`src/rtl/pc_gen.sv`:
```
// Next-PC generator feeding the fetch stage: boot, sequential advance, redirect,
// replay on decode back-pressure, halt and fetch-address fault detection.
module pc_gen #(
    parameter logic [31:0] RESET_PC   = 32'h0000_0000,
    parameter int unsigned IMEM_WORDS = 16384
) (
    input  logic        clk_i,
    input  logic        reset_i,
    input  logic        redirect_valid_i,
    input  logic [31:0] redirect_pc_i,
    input  logic        halt_req_i,
    input  logic        id_ready_i,
    output logic [31:0] next_pc_o,
    output logic        id_valid_o,
    output logic        halted_o,
    output logic        fault_o,
    output logic [1:0]  fault_cause_o
);

    localparam logic [31:0] IMEM_BYTES = 32'(IMEM_WORDS * 4);
    localparam logic [31:0] LAST_PC    = IMEM_BYTES - 32'd4;

    localparam logic [1:0] CAUSE_NONE    = 2'b00;
    localparam logic [1:0] CAUSE_MISALGN = 2'b01;
    localparam logic [1:0] CAUSE_RANGE   = 2'b10;
    localparam logic [1:0] CAUSE_OVERRUN = 2'b11;

    typedef enum logic [1:0] {
        S_BOOT  = 2'd0,
        S_RUN   = 2'd1,
        S_HALT  = 2'd2,
        S_FAULT = 2'd3
    } state_e;

    state_e      state_q, state_d;
    logic [31:0] next_pc_q, next_pc_d;
    logic [31:0] pres_pc_q;
    logic        id_valid_q, id_valid_d;
    logic        halted_q, halted_d;
    logic        fault_q, fault_d;
    logic [1:0]  cause_q, cause_d;

    logic redir_misaligned;
    logic redir_out_of_range;
    logic stall;

    assign redir_misaligned   = redirect_pc_i[1:0] != 2'b00;
    assign redir_out_of_range = redirect_pc_i >= IMEM_BYTES;
    assign stall              = id_valid_q && !id_ready_i;

    always_comb begin
        state_d    = state_q;
        next_pc_d  = next_pc_q;
        id_valid_d = 1'b0;
        halted_d   = halted_q;
        fault_d    = fault_q;
        cause_d    = cause_q;
        unique case (state_q)
            S_BOOT: begin
                // Fetch latches RESET_PC at this edge, so the stream continues one word on.
                state_d    = S_RUN;
                next_pc_d  = RESET_PC + 32'd4;
                id_valid_d = 1'b1;
            end
            S_RUN: begin
                if (halt_req_i) begin
                    state_d  = S_HALT;
                    halted_d = 1'b1;
                end else if (redirect_valid_i && redir_misaligned) begin
                    state_d = S_FAULT;
                    fault_d = 1'b1;
                    cause_d = CAUSE_MISALGN;
                end else if (redirect_valid_i && redir_out_of_range) begin
                    state_d = S_FAULT;
                    fault_d = 1'b1;
                    cause_d = CAUSE_RANGE;
                end else if (redirect_valid_i) begin
                    // Word fetched at this edge is wrong-path, hence the single bubble.
                    next_pc_d = redirect_pc_i;
                end else if (stall) begin
                    next_pc_d = pres_pc_q;
                end else if (next_pc_q == LAST_PC) begin
                    state_d = S_FAULT;
                    fault_d = 1'b1;
                    cause_d = CAUSE_OVERRUN;
                end else begin
                    next_pc_d  = next_pc_q + 32'd4;
                    id_valid_d = 1'b1;
                end
            end
            S_HALT, S_FAULT: begin
                id_valid_d = 1'b0;
            end
            default: begin
                state_d = S_BOOT;
            end
        endcase
    end

    always_ff @(posedge clk_i) begin
        if (reset_i) begin
            state_q    <= S_BOOT;
            next_pc_q  <= RESET_PC;
            pres_pc_q  <= RESET_PC;
            id_valid_q <= 1'b0;
            halted_q   <= 1'b0;
            fault_q    <= 1'b0;
            cause_q    <= CAUSE_NONE;
        end else begin
            state_q    <= state_d;
            next_pc_q  <= next_pc_d;
            pres_pc_q  <= next_pc_q;
            id_valid_q <= id_valid_d;
            halted_q   <= halted_d;
            fault_q    <= fault_d;
            cause_q    <= cause_d;
        end
    end

    assign next_pc_o     = next_pc_q;
    assign id_valid_o    = id_valid_q;
    assign halted_o      = halted_q;
    assign fault_o       = fault_q;
    assign fault_cause_o = cause_q;

endmodule

```
`config.mk`:
```
export PLATFORM = sky130hd
export DESIGN_NAME = pc_gen
export DESIGN_NICKNAME = d
export VERILOG_FILES = /design/src/rtl/pc_gen.sv
export SDC_FILE = /design/constraint.sdc
export NUM_CORES = 1
export LEC_CHECK = 0
export CAP_MARGIN = 40
export CORE_UTILIZATION = 45
export CTS_CLUSTER_DIAMETER = 50
export DETAILED_ROUTE_END_ITERATION = 8
export GPL_TIMING_DRIVEN = 0
export PLACE_DENSITY = 0.72
export RECOVER_POWER = 50
export SLEW_MARGIN = 20
export SYNTH_ARGS = -nofsm -noshare
export SYNTH_HDL_FRONTEND = slang
export SYNTH_SLANG_ARGS = --single-unit
```
`constraint.sdc`:
```
create_clock -name clk_i -period 3.2 [get_ports clk_i]
set_clock_uncertainty 0.05 [all_clocks]
set_input_delay 0.96 -clock clk_i [delete_from_list [all_inputs] [get_ports clk_i]]
set_output_delay 0.96 -clock clk_i [all_outputs]
set_load 0.01 [all_outputs]
```
==> results of run 1 <==
## cell usage after synthesis (2+ instances only)
cell / instances / area [sq um]
a221oi_1: 4 / 35.0
o211ai_1: 4 / 30.0
buf_2: 3 / 15.0
nand3_1: 13 / 65.1
a22oi_1: 2 / 15.0
nor2b_1: 34 / 213
mux2i_1: 2 / 20.0
o2bb2ai_1: 4 / 35.0
nand4_1: 6 / 37.5
xnor2_1: 6 / 52.6
a21o_1: 3 / 22.5
a311oi_2: 2 / 30.0
dfxtp_1: 71 / 1420
mux2_2: 2 / 22.5
or4_1: 3 / 22.5
a32o_1: 7 / 70.1
or3_1: 8 / 50.1
nand2_1: 37 / 139
xor2_1: 5 / 43.8
nor3_1: 14 / 70.1
a221o_1: 3 / 30.0
nor4_1: 10 / 62.6
nor2_1: 39 / 146
nand2b_1: 2 / 12.5
inv_1: 6 / 22.5
a41o_1: 2 / 20.0
a211oi_1: 8 / 60.1
and3_1: 13 / 81.3
a31oi_1: 7 / 43.8
buf_6: 4 / 45.0
clkbuf_1: 20 / 75.1
o21ai_0: 29 / 145
a2111oi_0: 2 / 17.5
o221a_2: 2 / 22.5
and4_1: 3 / 26.3
a21oi_1: 23 / 115
a211o_1: 2 / 17.5
## metal layers
metal	vias up	GRT usage, %	wire (microns)
met5	-	0	0
met1	1804	40.5	5270
met3	32	4.69	1190
met2	228	46.8	5560
li1	1755	-	-
met4	0	13.9	362
## final timing paths
check / from / to / cells after the start
worst max register to register: next_pc_o[2] / next_pc_o[11] / 8
worst min-delay path: fault_o / fault_o / 2
worst min register to register: fault_o / fault_o / 2
worst max-delay path: redirect_valid_i / next_pc_o[6] / 6
## cells in the final DEF, fill, tap and decap left out, types with 4 or more instances in the layout
master,Yosys,final
a211oi_1,8,8
a21oi_1,23,23
a221oi_1,4,4
a31oi_1,7,7
a32o_1,7,7
and3_1,13,13
buf_2,3,4
buf_6,4,4
clkbuf_1,20,17
clkbuf_8,0,11
clkdlybuf4s50_1,0,38
dfxtp_1,71,71
dlygate4sd3_1,0,35
inv_1,6,6
nand2_1,37,37
nand3_1,13,13
nand4_1,6,6
nor2_1,39,39
nor2b_1,34,34
nor3_1,14,14
nor4_1,10,10
o211ai_1,4,4
o21ai_0,29,29
o2bb2ai_1,4,4
or3_1,8,8
xnor2_1,6,6
xor2_1,5,5
## registers in the layout, indices dropped and copies added (netlist names)
signal,cells
fault_cause_o,2
fault_o,1
state_q,2
halted_o,1
pres_pc_q,32
next_pc_o,32
id_valid_o,1
## per-stage QoR
step	TNS [ns]	total power [mW]	worst slack, ns	utilization, %
after floorplan	0	1.17	0.564	-
after global placement	-6.68	1.35	-0.591	57.4
after detailed placement	-7.45	1.36	-0.578	57.5
after CTS	0	2.09	0.0187	60.2
after global routing	0	2.16	0.0148	60.5
final	0	2.10	0.0934	60.5
## area by class of cell
type / instances / area, sq um
well taps: 102 / 128
flip-flops and latches: 71 / 1420
multi-input cells: 323 / 2020
repair buffers: 74 / 736
inverters: 6 / 22.5
clock buffers: 11 / 151
plain buffers: 27 / 139
fillers: 695 / 3050
clock inverters: 5 / 56.3
## cell families after synthesis
logic type	synth area share [%]
flops	39.7
xor+xnor	2.69
compound gates	24.0
fa+ha+maj	0.350
mux	1.19
buf+inv	4.41
simple gates	27.7
## what timing repair did
action                                  CTS  global route
pin swaps                                 0             0
resized for setup                         2             6
endpoints found under the setup margin    5            10
gates cloned                              0             0
buffers inserted                          0             0
endpoints found under the hold margin     0             0
## worst max-delay path, stage by stage
cell and delay (ns):
clkdlybuf4s50_1 0.67, clkbuf_1 0.40, clkbuf_1 0.48, clkbuf_2 0.38, o21ai_0 0.15, a32o_1 0.27
## power by group through the flow
stage	Clock [mW]	Sequential [mW]	Combinational, mW
after floorplan	0	0.971	0.204
after global placement	0	0.970	0.381
after detailed placement	0	0.971	0.385
after CTS	0.748	0.951	0.388
after global routing	0.784	0.956	0.416
final	0.752	0.951	0.393
==> flow_metrics.tcl, run 1 <==
set metrics [dict create \
    hold_buffers 0 \
    dieArea_sq_mm 0.00831 \
    status "completed" \
    power.switching_uw 615 \
    die_h_microns 91.2 \
    grt_pass1_vias 3531 \
    ff2ff_setup_slack_ns 0.39 \
    syn2layout_area_growth_pct 30.7 \
    clk_path_buf_depth 2 \
    hold_ws_ns 0.424 \
    drive_gt1_share_pct 8.32 \
    synthCells 427 \
    synthArstFlopShare_pct 0 \
    pwr_density_cell_mw_per_mm2 448 \
    post_synth_num_cell_types 59 \
    finalSetupViolations 0 \
    swShare_pct 29.3 \
    slew_headroom_pct 54.1 \
    cts_max_level 3 \
    nNetsFinal 550 \
    hold_class "reg2reg" \
    rsz0062_at_grt "false" \
    drt_iter0_drc 485 \
    clockPowerShare_pct 35.9 \
    ir_drop_uv 300 \
    crit_path_end_kind "flop" \
    die_w_microns 91.2 \
    hold_violations 0 \
    worstPathMaxFanout 10 \
    synth_top_flop_cell "dfxtp_1" \
    slew_violations 0 \
    io-pin-count 74 \
    grt-ovfl-total 0 \
    drc 0 \
    grt_pass1_wl_mm 19.1 \
    rows 32 \
    routabilityCongestion 0.880 \
    seqPwrFrac_pct 45.4 \
    root_buffer "clkbuf_8" \
    core_area_sq_mm 0.00773 \
    synth-edff-count 0 \
    total_leakage_power_nw 1.79 \
    vias 3819 \
    firstDrtPassIters 6 \
    placed_area_sq_mm 0.00444 \
    yosys_register_bits 71 \
    avgSynthCellArea_sq_um 8.38 \
    vias_per_cell 6.17 \
    period_minus_slack_ns 3.11 \
    final_cell_count_no_fill 619 \
    power_frac_comb_pct 18.7 \
    dp.cells 603 \
    numPortBuffers 73 \
    worst_pin_slew_ns 0.685 \
    start_util_pct 46.3 \
    diodes 0 \
    cts_tree "built" \
    clock_sinks 71 \
    maxCapViolations 0 \
    yosys_warnings 0 \
    clkLatencyLatePin_ns 0.36 \
    antenna_found_initial 0 \
    startpoint_type "primary input" \
    dpl.hpwl_mm 8.69 \
    path_class "in2reg" \
    seq_area_frac_synth_pct 39.7 \
    required_ns 3.40 \
    syn-cell-area_sq_mm 0.00358 \
    grt_max_degree 13 \
    path_clk_slew_ns 0.07 \
    routed_wl_mm 12.4 \
    drtAntennaViolNets 0 \
    syn-num-nets 465 \
    grt_usage_pct 30.0 \
    cts_buffers 9 \
    p_int_mw 1.48 \
    fin_crit_sh_pct 97.1 \
    wl_per_cell_microns 20.0 \
    postLayoutCellArea_sq_mm 0.00467 \
    max_freq_mhz 322 \
    cp.arrival_ns 3.31 \
]
Note: power is estimated with default switching activity, not from simulation.
==> run 2: changes to the inputs <==
--- a/config.mk
+++ b/config.mk
@@ -10,9 +10,8 @@
 export CTS_CLUSTER_DIAMETER = 50
 export DETAILED_ROUTE_END_ITERATION = 8
 export GPL_TIMING_DRIVEN = 0
-export PLACE_DENSITY = 0.72
+export PLACE_DENSITY_LB_ADDON = 0.25
 export RECOVER_POWER = 50
-export SLEW_MARGIN = 20
 export SYNTH_ARGS = -nofsm -noshare
 export SYNTH_HDL_FRONTEND = slang
 export SYNTH_SLANG_ARGS = --single-unit
==> run 2 against run 1 <==
Effect of this change: wire length fell by 1.0%; non-clock buffer count did not move; first-iteration DRC count fell by 28%; combinational power barely moved; final cell count did not move; hold slack improved by 0.0083 ns; sequential power barely moved; setup slack improved by 0.024 ns; design area barely moved; fmax rose by 0.78%; sequential share of layout area barely moved; critical path type unchanged.
==> flow_metrics.tcl, run 2 (synthesis results as in run 1) <==
set metrics [dict create \
    wl_per_cell_microns 19.8 \
    crit_path_end_kind "flop" \
    finalPower_mw 2.10 \
    nNetsFinal 550 \
    grt_pass1_wl_mm 19.5 \
    grt_usage_pct 30.5 \
    path_class "in2reg" \
    rows 32 \
    worst_pin_slew_ns 0.720 \
    core_area_sq_mm 0.00773 \
    hold_violations 0 \
    clkLatencyLatePin_ns 0.36 \
    max_freq_mhz 324 \
    required_ns 3.40 \
    drive_gt1_share_pct 8.12 \
    diodes 0 \
    slew_headroom_pct 52.0 \
    syn2layout_area_growth_pct 30.7 \
    status "completed" \
    finalSetupViolations 0 \
    fin_crit_sh_pct 96.3 \
    placed_area_sq_mm 0.00445 \
    die_w_microns 91.2 \
    maxCapViolations 0 \
    drtAntennaViolNets 0 \
    hold_class "reg2reg" \
    cts_buffers 9 \
    pwr_density_cell_mw_per_mm2 449 \
    clk_path_buf_depth 2 \
    dpl.hpwl_mm 8.58 \
    ir_drop_uv 291 \
    routabilityCongestion 0.928 \
    vias 3866 \
    utilization_pct 60.5 \
    root_buffer "clkbuf_8" \
    die_h_microns 91.2 \
    drc 0 \
    io-pin-count 74 \
    drt_iter0_drc 347 \
    antenna_found_initial 0 \
    worstPathMaxFanout 10 \
    dieArea_sq_mm 0.00831 \
    numPortBuffers 73 \
    start_util_pct 46.3 \
    cp.arrival_ns 3.28 \
    firstDrtPassIters 7 \
    clock_sinks 71 \
    period_minus_slack_ns 3.08 \
    mostFrequentLayoutCells "71 x dfxtp_1, 39 x nor2_1, 39 x clkdlybuf4s50_1" \
    postLayoutCellArea_sq_mm 0.00468 \
    grt-ovfl-total 0 \
    grt_pass1_vias 3647 \
    startpoint_type "primary input" \
    grt_max_degree 14 \
    vias_per_cell 6.25 \
    total_leakage_power_nw 1.77 \
    routed_wl_mm 12.3 \
    slew_violations 0 \
    cts_tree "built" \
    cts_max_level 3 \
    hold_buffers 0 \
    final_common_cell "dfxtp_1" \
    path_clk_slew_ns 0.08 \
]
## run 2: cell types whose count changed in the layout (fill, tap and decap cells not counted), sizes merged
cell	before	now
clkinv	3	0
clkinvlp	1	4
clkbuf	31	29
clkdlybuf4s18	0	1
clkdlybuf4s50	38	39
dlygate4sd3	35	34
inv	6	7
## run 2: stage by stage
| stage | hold WS [ns] | setup TNS [ns] | setup slack [ns] | std cells |
|---|---|---|---|---|
| 6_report | 0.432 | 0 | 0.118 | 619 |
| 5_1_grt | 0.463 | -0.0525 | -0.0269 | 619 |
| 4_1_cts | 0.441 | 0 | 0.00205 | 619 |
| 3_5_place_dp | 0.417 | -7.09 | -0.551 | 603 |
| 2_1_floorplan | 0.452 | 0 | 0.564 | 427 |
| 3_3_place_gp | 0.411 | -6.86 | -0.581 | 602 |
## run 2: cell type report
class | instances | area (sq um)
inverters | 6 | 22.5
well taps | 102 | 128
flip-flops and latches | 71 | 1420
plain buffers | 27 | 138
clock inverters | 6 | 68.8
multi-input cells | 323 | 2020
fillers | 694 | 3050
clock buffers | 10 | 138
repair buffers | 74 | 741
## run 2: layer usage
metal | up-vias | wire [microns] | GRT usage [%]
met4 | 0 | 378 | 16.0
met3 | 37 | 1280 | 6.87
li1 | 1751 | - | -
met1 | 1817 | 5030 | 38.4
met2 | 261 | 5570 | 48.5
met5 | - | 0 | 0
## run 2: timing repair
item / in CTS / in global routing
setup endpoints to repair: 4 / 17
buffers inserted: 0 / 0
pin swaps: 0 / 0
gates resized for setup: 1 / 7
## run 2: path summary, 6_finish.rpt
path | start | to | slack (ns) | cells after the start
max | redirect_valid_i | next_pc_o[23] | 0.12 | 7
min | halted_o | halted_o | 0.43 | 2
max reg2reg | next_pc_o[2] | next_pc_o[31] | 0.37 | 7
min reg2reg | halted_o | halted_o | 0.43 | 2
## run 2: worst max-delay path, stage by stage
cell and delay (ns):
clkdlybuf4s50_1 0.58, clkbuf_1 0.31, nor2_1 0.41, clkbuf_1 0.51, a31oi_1 0.20, o21ai_0 0.21
o21ai_0 0.10
## run 2: power by group
| part | switching (mW) | total, mW | internal (mW) |
|---|---|---|---|
| clock network | 0.372 | 0.756 | 0.383 |
| registers | 0.0355 | 0.951 | 0.915 |
| logic | 0.227 | 0.392 | 0.165 |
| total | 0.634 | 2.10 | 1.46 |
